`config.mk`:
```
export PLATFORM = sky130hd
export DESIGN_NAME = program_sequencer
export DESIGN_NICKNAME = d
export VERILOG_FILES = /design/src/rtl/mc14500_pkg.sv /design/src/rtl/return_stack.sv /design/src/rtl/program_sequencer.sv
export SDC_FILE = /design/constraint.sdc
export NUM_CORES = 1
export LEC_CHECK = 0
export CAP_MARGIN = 0
export CELL_PAD_IN_SITES_DETAIL_PLACEMENT = 1
export CELL_PAD_IN_SITES_GLOBAL_PLACEMENT = 1
export CORE_MARGIN = 2
export CORE_UTILIZATION = 35
export DETAILED_ROUTE_END_ITERATION = 7
export GPL_ROUTABILITY_DRIVEN = 0
export PLACE_DENSITY_LB_ADDON = 0.1
export SLEW_MARGIN = 0
export SYNTH_ARGS = -nofsm -noshare
export SYNTH_HDL_FRONTEND = slang
export SYNTH_SLANG_ARGS = --single-unit
```
`constraint.sdc`:
```
create_clock -name clk -period 2.4 [get_ports clk]
set_input_delay 0.72 -clock clk [delete_from_list [all_inputs] [get_ports clk]]
set_output_delay 0.72 -clock clk [all_outputs]
set_load 0.01 [all_outputs]
```
`src/rtl/mc14500_pkg.sv`:
```
// Shared types for the MC14500B program-flow blocks.
// Sequencer states and the default ROM address width.
package mc14500_pkg;

  localparam int ADDR_W = 8;

  typedef enum logic [1:0] {
    HOLD,
    RUN,
    HALT
  } seq_state_t;

  typedef logic [ADDR_W-1:0] pc_t;

endpackage

```
`src/rtl/return_stack.sv`:
```
// Small LIFO of return addresses for the program sequencer.
// Simultaneous push and pop is never issued by the sequencer.
module return_stack
  import mc14500_pkg::*;
#(
  parameter int DATA_W = 8,
  parameter int DEPTH  = 4
) (
  input  logic              clk,
  input  logic              reset,
  input  logic              push,
  input  logic              pop,
  input  logic [DATA_W-1:0] din,
  output logic [DATA_W-1:0] top,
  output logic              full,
  output logic              empty
);

  localparam int AW = $clog2(DEPTH);

  logic [AW:0]       cnt;
  logic [AW-1:0]     wr_idx;
  logic [AW-1:0]     rd_idx;
  logic [DATA_W-1:0] mem [DEPTH];

  assign wr_idx = cnt[AW-1:0];
  assign rd_idx = wr_idx - AW'(1);
  assign full   = (cnt == (AW+1)'(DEPTH));
  assign empty  = (cnt == '0);
  assign top    = mem[rd_idx];

  always_ff @(posedge clk) begin
    if (reset) begin
      cnt <= '0;
    end else if (push && !full) begin
      cnt <= cnt + (AW+1)'(1);
    end else if (pop && !empty) begin
      cnt <= cnt - (AW+1)'(1);
    end
  end

  // Storage needs no reset; the count alone defines validity.
  always_ff @(posedge clk) begin
    if (!reset && push && !full) begin
      mem[wr_idx] <= din;
    end
  end

endmodule

```
`src/rtl/program_sequencer.sv`:
```
// MC14500B program counter and flow control: call/return via
// JMP/RTN, halt on FLGF, hold while the reset module asks.
module program_sequencer
  import mc14500_pkg::*;
#(
  parameter int ADDR_W      = mc14500_pkg::ADDR_W,
  parameter int STACK_DEPTH = 4
) (
  input  logic              clk,
  input  logic              reset,
  input  logic              pc_reset,
  input  logic              step,
  input  logic              jmp,
  input  logic              rtn,
  input  logic              flg0,
  input  logic              flgf,
  input  logic [ADDR_W-1:0] jump_target,
  input  logic              resume,
  output logic [ADDR_W-1:0] pc,
  output logic              fetch_en,
  output logic              halted,
  output logic              flag0_pulse,
  output logic              stack_ovf,
  output logic              stack_unf
);

  seq_state_t state;

  logic              clr;
  logic              run_step;
  logic              do_jmp;
  logic              do_rtn;
  logic              push;
  logic              pop;
  logic              full;
  logic              empty;
  logic [ADDR_W-1:0] top;
  logic [ADDR_W-1:0] pc_inc;

  assign clr      = reset | pc_reset;
  assign run_step = !clr && (state == RUN) && step;
  // jmp takes priority, so rtn only counts when jmp is low
  assign do_jmp   = run_step && jmp;
  assign do_rtn   = run_step && rtn && !jmp;
  assign push     = do_jmp && !full;
  assign pop      = do_rtn && !empty;
  assign pc_inc   = pc + ADDR_W'(1);

  return_stack #(
    .DATA_W (ADDR_W),
    .DEPTH  (STACK_DEPTH)
  ) u_stack (
    .clk   (clk),
    .reset (clr),
    .push  (push),
    .pop   (pop),
    .din   (pc_inc),
    .top   (top),
    .full  (full),
    .empty (empty)
  );

  always_ff @(posedge clk) begin
    if (reset) begin
      state       <= HOLD;
      pc          <= '0;
      fetch_en    <= 1'b0;
      halted      <= 1'b0;
      flag0_pulse <= 1'b0;
      stack_ovf   <= 1'b0;
      stack_unf   <= 1'b0;
    end else if (pc_reset) begin
      state       <= HOLD;
      pc          <= '0;
      fetch_en    <= 1'b0;
      halted      <= 1'b0;
      flag0_pulse <= 1'b0;
    end else begin
      flag0_pulse <= 1'b0;
      unique case (state)
        HOLD: begin
          state    <= RUN;
          fetch_en <= 1'b1;
        end
        RUN: begin
          if (step) begin
            unique case (1'b1)
              do_jmp: begin
                pc <= jump_target;
                if (full) stack_ovf <= 1'b1;
              end
              do_rtn: begin
                if (empty) begin
                  pc        <= pc_inc;
                  stack_unf <= 1'b1;
                end else begin
                  pc <= top;
                end
              end
              default: pc <= pc_inc;
            endcase
            flag0_pulse <= flg0;
            if (flgf) begin
              state    <= HALT;
              fetch_en <= 1'b0;
              halted   <= 1'b1;
            end
          end
        end
        HALT: begin
          if (resume) begin
            state    <= RUN;
            fetch_en <= 1'b1;
            halted   <= 1'b0;
          end
        end
        default: state <= HOLD;
      endcase
    end
  end

endmodule

```
[Word level (Yosys, flattened, before mapping)]
Memory sizes are Yosys's and may differ from the RTL's.
Cells that the tools add are included.
Cells by class
  $add $sub $neg: 4
  eq/ne operators: 6
  muxes and demuxes: 18
  bitwise gates (word level): 4
  reductions and logical operators: 28
Operators by type and width (number)
  8-bit case mux with 2 select lines: 1
  1-bit logical AND: 11
  5-bit AND reduction: 2
  8-bit by 1-bit adder with 8-bit output (second input constant): 1
  1-bit two-way mux: 8
  8-bit two-way mux: 1
  4-bit AND reduction: 2
  2-bit two-way mux: 3
  3-bit two-way mux: 2
  2-bit != test (second input constant): 3
  2-bit case mux with 3 select lines: 1
  1-bit logical NOT: 4
  2-bit nonzero test: 2
  4-bit OR reduction: 1
  3-bit by 1-bit adder with 3-bit output (second input constant): 1
  3-bit equality test (second input constant): 1
  3-bit logical NOT: 1
  1-bit NOT: 3
  1-bit case mux with 3 select lines: 1
  3-bit AND reduction: 1
  3-bit nonzero test: 1
  3-bit by 1-bit subtractor with 3-bit output (second input constant): 1
  2-bit by 1-bit equality test with 1-bit output (second input constant): 1
  2-bit equality test (second input constant): 1
  6 further kinds: 6
Word-level totals
  register bits: 18
  memory bits (writable): 32
  bits of input ports: 17
  output and inout bits: 13
  memories kept: 1
Memory list
  u_stack.mem: words 4, width 8, read ports 1, clocked after memory_dff 0, write ports 1, RTL line return_stack.sv:24  | logic [DATA_W-1:0] mem [DEPTH];

[Logic depth before layout (Yosys ltp)]
  depth after elaboration: 10
  mapped depth: 10
  mapped depth without buffers: 9

[Cells and area by module]
From an unflattened synthesis, not the netlist that was laid out.
Unflattened totals
  cell total of the unflattened synthesis: 183
  area total of the unflattened synthesis: 2353.5 sq um
Modules (own cells, without submodules)
  return_stack: times used 1, cells each 79, area an instance 1476.4 sq um, seq. area each 1021.0 sq um
  program_sequencer: times used 1, cells each 104, area an instance 877.1 sq um, seq. area each 300.3 sq um

[Worst setup path before layout]
Ideal clock, no wire load.
  kind: input-to-reg
  from: input pc_reset
  to: register u_stack.cnt[2]
  arrival: 2.419 ns
  path slack: -0.090 ns
  stages on the path: 8
  buffers on the path: 1
  path through: nor3b_1 buf_2 and3_1 inv_1 fa_1 a31o_1 a211oi_2 mux2i_1
Between the ends
  word-level cells in the longest chain between the ends: 9
Ends and longest elaborated chain
  start: declaration: RTL line program_sequencer.sv:11  | input logic pc_reset,
  1-bit OR *: RTL line program_sequencer.sv:40  | assign clr = reset | pc_reset;
  1-bit logical NOT: RTL line program_sequencer.sv:41  | assign run_step = !clr && (state == RUN) && step;
  1-bit logical AND (2 in a row): RTL line program_sequencer.sv:41
  1-bit logical AND (2 in a row): RTL line program_sequencer.sv:44  | assign do_rtn = run_step && rtn && !jmp;
  1-bit logical AND: RTL line program_sequencer.sv:46  | assign pop = do_rtn && !empty;
  1-bit logical AND: RTL line return_stack.sv:37  | end else if (pop && !empty) begin
  2-bit nonzero test (no source line)
  end signal: assignment: RTL line return_stack.sv:36  | cnt <= cnt + (AW+1)'(1);
  end signal: assignment: RTL line return_stack.sv:38  | cnt <= cnt - (AW+1)'(1);
  end: declaration: RTL line return_stack.sv:21  | logic [AW:0] cnt;
Every way passes the cells marked *; elsewhere a longest branch is shown, timed or not.
A chain may end at the register's enable or synchronous reset.

[Worst setup path after layout]
  from: register u_stack.cnt[1]
  to: register u_stack.cnt[2]
Between the ends
  word-level cells in the longest chain between the ends: 5
Ends and longest elaborated chain
  branches (longest 5 deep; another with 3-bit by 1-bit subtractor with 3-bit output)
Several ways; the timed one is not identified. The select of a mux whose other input is x is not followed.

==> flow_summary.ini <==
[pwr]
internal_power_mw = 1.29
p_clk_share_pct = 37.2
p_seq_share_pct = 55.8
power.switching_mw = 0.362
leakage_nw = 1.10
power_density_nw_per_um2 = 560
peakVddDrop_mv = 0.285
pwr-share-comb_pct = 7.0
switching_share_pct = 21.9

[synthesis]
synth_area_um2 = 2260
synth_ff_type = edfxtp_1
ys_ff_latch = 50
synthCells = 184
netlist_top_cells_area = edfxtp_1, dfxtp_1, mux4_2
synth_top_area_cell = edfxtp_1
synthDominantCellAreaShare_pct = 42.5
synth_fp_nets = 207
synth.most_common_cell = edfxtp_1
ys_warn_count = 0
seq_area_frac_synth_pct = 58.4
synth-edff-count = 32
ys_types = 37
synth_area_per_cell_um2 = 12.3
async_flop_share_pct = 0
synth_common_cells = edfxtp_1, dfxtp_1, o21ai_0, a21oi_1, nand2_1

[critical_path]
critPathSlowestCell = dfxtp_1
reg2reg_depth = 9
crit_top_cell = inv_1
crit_type = reg -> reg
cp_max_fo = 5
endpoint_kind = flip-flop
crit_required_ns = 2.63
critPathMaxStageDelay_ns = 0.45
worst-path-stages = 9
worst-path-buf-inv = 2
crit_chain = inv_1, ha_1, nand2_1, and3_4, inv_1, fa_2, a31o_1, a211oi_2, mux2i_1
worstPathArrival_ns = 2.47
cp_top_family = adder cells
setup.worst_path.start_class = flip-flop

[grt]
grtUsageMet1_pct = 22.2
antenna_found_initial = 0
grt_overflow = 0
grt_usage_pct = 18.1
grt_pass1_vias = 1864
grt_max_degree = 18
met2_usage_pct = 32.7
grt-busiest-layer = met2
grt_pass1_wl_um = 9790
met3_usage_pct = 3.24

[detailed_routing]
routedWlPerCell_um = 19.8
drtPass1Iterations = 4
vias_per_cell = 5.35
vias = 1691
wl_um = 6240
initialDrtViolationCount = 85
drc = 0
ant_nets = 0

[floorplan]
fp.dieH_um = 84.4
start_util_pct = 35.8
die-area_um2 = 7120
design.portCount = 30
die_w_um = 84.4
design.core.area_um2 = 6310
core.rowCount = 29

[sta]
fin_crit_ns = 2.23
clock.fmax_ghz = 0.448
fin_worst_skew_ns = 0.00691
rsz0062_at_grt = false
finalHoldViolCount = 0
worst_pin_slew_ns = 0.394
slew-limit-headroom_pct = 73.5
slew_viol_final = 0
whs_ns = 0.500
setup_violations = 0
post-route-period-util_pct = 93.1

[clocking]
root_buffer = clkbuf_8
clkTransAtPathRegs_ns = 0.09
cts_buffers = 5
clockBufferDepth = 2
insertion_delay_ns = 0.31
cts_tree = yes
clock-sinks = 50
htreeDepth = 2

[place]
post-dp-hpwl_um = 4520
io_buffers = 29

[cells_and_area]
diodes = 0
layout-drive-gt1-share_pct = 22.2
nNetsFinal = 261
syn_to_final_growth_pct = 30.3
fin_util_pct = 46.7

[job]
maxCapViolations = 0

[worst_hold_path]
hp-class = reg -> reg
min_path_cells = 2

[status]
status = complete, no violations
[worst paths after layout]
check	from	endpoint	slack, ns
worst max-delay path	u_stack.cnt[1]	u_stack.cnt[2]	0.17
worst max register to register	u_stack.cnt[1]	u_stack.cnt[2]	0.17
worst min register to register	stack_unf	stack_unf	0.50
worst min-delay path	stack_unf	stack_unf	0.50
[stage by stage]
step	instances	total power, mW	cell area, um^2	setup TNS (ns)	setup WS (ns)
2_1_floorplan	184	0.983	2270	0	0.0249
3_3_place_gp	305	1.05	2790	-0.303	-0.303
3_5_place_dp	305	1.05	2790	-0.578	-0.420
4_1_cts	315	1.67	2930	0	0.0138
5_1_grt	316	1.70	2950	0	0.0412
6_report	316	1.65	2950	0	0.167
[flip-flops by register name, indices dropped and copies added (netlist names)]
register,flops
u_stack.mem,32
pc,8
u_stack.cnt,3
state,2
fetch_en,1
flag0_pulse,1
halted,1
stack_ovf,1
stack_unf,1
[layout by cell type (no fill, tap or decap), types with 3 or more instances in the layout]
master	synthesis	layout
nor2_1	7	7
a21oi_1	17	17
and2_1	3	3
dfxtp_1	18	18
a31oi_1	5	5
o21a_1	3	3
mux4_2	8	8
and3_1	4	3
nor3_1	5	5
clkdlybuf4s50_1	0	25
nand2_1	10	10
nand3_1	8	8
a221oi_1	3	3
clkbuf_8	0	5
or2_2	3	3
buf_4	0	27
ha_1	5	5
nand3b_1	3	3
edfxtp_1	32	32
inv_1	6	6
o21ai_0	18	18
[per-layer routing]
| layer | vias up | part of all wire, % |
|---|---|---|
| li1 | 796 | - |
| met1 | 857 | 43 |
| met2 | 31 | 52 |
| met3 | 7 | 3.4 |
| met4 | 0 | 1.1 |
| met5 | - | 0 |
[repair_timing]
item,4_1_cts,5_1_grt
resized for setup,5,3
pin swaps,3,3
endpoints found under the setup margin,1,1
hold buffers,0,0
buffers inserted,2,1
[worst register-to-register path: stages (launching register included)]
cell and delay, ns:
dfxtp_1 0.45, inv_1 0.09, ha_1 0.24, nand2_1 0.14, and3_4 0.20, inv_1 0.05
fa_2 0.33, a31o_1 0.20, a211oi_2 0.24, mux2i_1 0.21
[power groups by stage]
stage               Sequential, mW  Clock (mW)  Combinational, mW
detailed placement           0.940           0              0.114
CTS                          0.921       0.632              0.116
global route                 0.922       0.655              0.125
global placement             0.940           0              0.108
floorplan                    0.941           0             0.0416
finish                       0.921       0.614              0.116
[cell type report]
class	instances	area, um^2
flip-flops and latches	50	1320
fillers	694	3370
well taps	77	96.3
repair buffers	56	495
clock inverters	3	47.5
inverters	6	22.5
clock buffers	5	68.8
multi-input cells	119	895
[kinds of logic (layout without fill, tap and decap cells)]
| logic type | count (synthesis) | count (layout) | synth area share [%] |
|---|---|---|---|
| AND/OR/NAND/NOR | 52 | 52 | 12.9 |
| flip-flops | 50 | 50 | 58.4 |
| AO/OA/AOI/OAI | 49 | 49 | 12.6 |
| buffers and inverters | 15 | 70 | 2.93 |
| multiplexers | 9 | 9 | 8.41 |
| adder cells (fa/ha/maj) | 6 | 6 | 3.65 |
| XOR/XNOR | 3 | 3 | 1.16 |
Power figures use the tool's default switching activity.
==> RTL edit: new RTL, config.mk and constraints unchanged <==
Register the input `jump_target` before use, without a reset. The logic sees it one clock later. The other inputs are not delayed to match.
--- a/src/rtl/program_sequencer.sv
+++ b/src/rtl/program_sequencer.sv
@@ -23,6 +23,12 @@
   output logic              stack_ovf,
   output logic              stack_unf
 );
+
+  logic [ADDR_W-1:0] jump_target_q;
+
+  always_ff @(posedge clk) begin
+    jump_target_q <= jump_target;
+  end
 
   seq_state_t state;
 
@@ -86,7 +92,7 @@
           if (step) begin
             unique case (1'b1)
               do_jmp: begin
-                pc <= jump_target;
+                pc <= jump_target_q;
                 if (full) stack_ovf <= 1'b1;
               end
               do_rtn: begin
Formal check against the unedited RTL: not equivalent (a bounded check fails within 4 cycles, from zero or initial values and one cycle with reset high).
==> RTL edit against the original RTL <==
Setup slack got worse by 0.11 ns. Count of clock-buffer cells in the layout rose by 5. Wire length rose by 3.3%. Sequential power increased by 16%. Design area is 8.7% higher. Power grew 25%. Non-clock buffer count fell by 8. Die area increased by 7.4%. Register-to-register slack improved by 0.04 ns. Sequential cell count grew 8. Global-route usage is 0.49 points higher. Area after synthesis grew 7.7%. Synthesized cell count is 6.0% higher. Largest cell class unchanged.
==> RTL edit: results <==
export IMPL_power_leakage_uw=0.00118
export IMPL_hp_class="flop to flop"
export IMPL_arrival_ns=2.60
export IMPL_cpPeakStageDelay_ns=0.47
export IMPL_insertion_delay_ns=0.33
export IMPL_reg_top3="u_stack.mem (32), jump_target_q (8), pc (8)"
export IMPL_combPwrFrac_pct=5.5
export IMPL_grt_max_degree=14
export IMPL_clkTransAtPathRegs_ns=0.07
export IMPL_grt_pass1_wl_um=10400
export IMPL_p_seq_share_pct=51.6
export IMPL_cpMaxStageDelayCell="clkdlybuf4s50_1"
export IMPL_crit_family="simple AND/OR/NAND/NOR gates"
export IMPL_crit_fanout=2
export IMPL_cts_buffers_inserted=9
export IMPL_buffers_excl_clock=48
export IMPL_grtUsageTotal_pct=18.6
export IMPL_drtIter0Drc=64
export IMPL_multi_input_area_um2=916
export IMPL_synth_top_area_share_pct=39.4
export IMPL_htree_levels=3
export IMPL_detailed_place_hpwl_um=4660
export IMPL_via_per_inst=5.47
export IMPL_drive_above_1_share_pct=19.9
export IMPL_wl_per_cell_um=19.5
export IMPL_nNetsFinal=269
export IMPL_grt_pass1_vias=1981
export IMPL_outcome="completed"
export IMPL_clk_share_pct=6.06
export IMPL_synth_common_cells="edfxtp_1, dfxtp_1, a21oi_1, o21ai_0, nand2_1"
export IMPL_switchingPower_uw=470
export IMPL_buffer_area_share_pct=15.2
export IMPL_n_sequential_cell=58
export IMPL_slew_headroom_pct=69.2
export IMPL_nClkBuffers=10
export IMPL_n_fill_cell=704
export IMPL_synth_distinct_cells=39
export IMPL_finClkSkew_ns=0.00727
export IMPL_synth_area_top_cells="edfxtp_1, dfxtp_1, mux4_2"
export IMPL_ys_seq_area_share_pct=60.8
==> RTL edit: per-layer routing <==
layer  wire length (µm)  up-vias  share of wire [%]  GRT usage (%)
li1                   -      838                  -              -
met3                183        9                2.8           3.89
met4                 89        0                1.4           7.27
met1               2890      932                 45           23.7
met5                  0        -                  0              0
met2               3280       32                 51           30.9
==> RTL edit: final timing paths <==
path / start / endpoint / slack (ns) / cells past startpoint
max: jmp / u_stack.cnt[2]$_SDFFE_PP0P_ / 0.06 / 8
max reg2reg: u_stack.cnt[1]$_SDFFE_PP0P_ / u_stack.cnt[2]$_SDFFE_PP0P_ / 0.21 / 9
min reg2reg: stack_ovf$_SDFFE_PP0P_ / stack_ovf$_SDFFE_PP0P_ / 0.48 / 2
min: stack_ovf$_SDFFE_PP0P_ / stack_ovf$_SDFFE_PP0P_ / 0.48 / 2
==> RTL edit: logic make-up after synthesis <==
kind of cell    after synthesis  synth area share (%)
flops                        58                  60.8
simple gates                 56                  12.6
compound gates               49                  12.0
buf+inv                      14                  2.31
mux                           9                  7.80
fa+ha+maj                     6                  3.39
xor+xnor                      3                  1.08
==> RTL edit: metrics by stage <==
| stage | setup WS, ns | utilization, % | hold slack, ns | cells | area [µm²] |
|---|---|---|---|---|---|
| finish | 0.0594 | 47.4 | 0.485 | 331 | 3200 |
| global route | 0.00114 | 47.4 | 0.511 | 331 | 3200 |
| CTS | 0.0341 | 47.0 | 0.492 | 330 | 3180 |
| detailed placement | -0.313 | 44.2 | 0.477 | 314 | 2980 |
| global placement | -0.200 | 44.2 | 0.452 | 314 | 2980 |
| floorplan | 0.0740 | - | 0.475 | 195 | 2440 |
==> RTL edit: timing repair <==
item	4_1_cts	5_1_grt
setup buffers	0	1
setup endpoints to repair	0	1
gates resized for setup	0	4
hold endpoints to repair	0	0
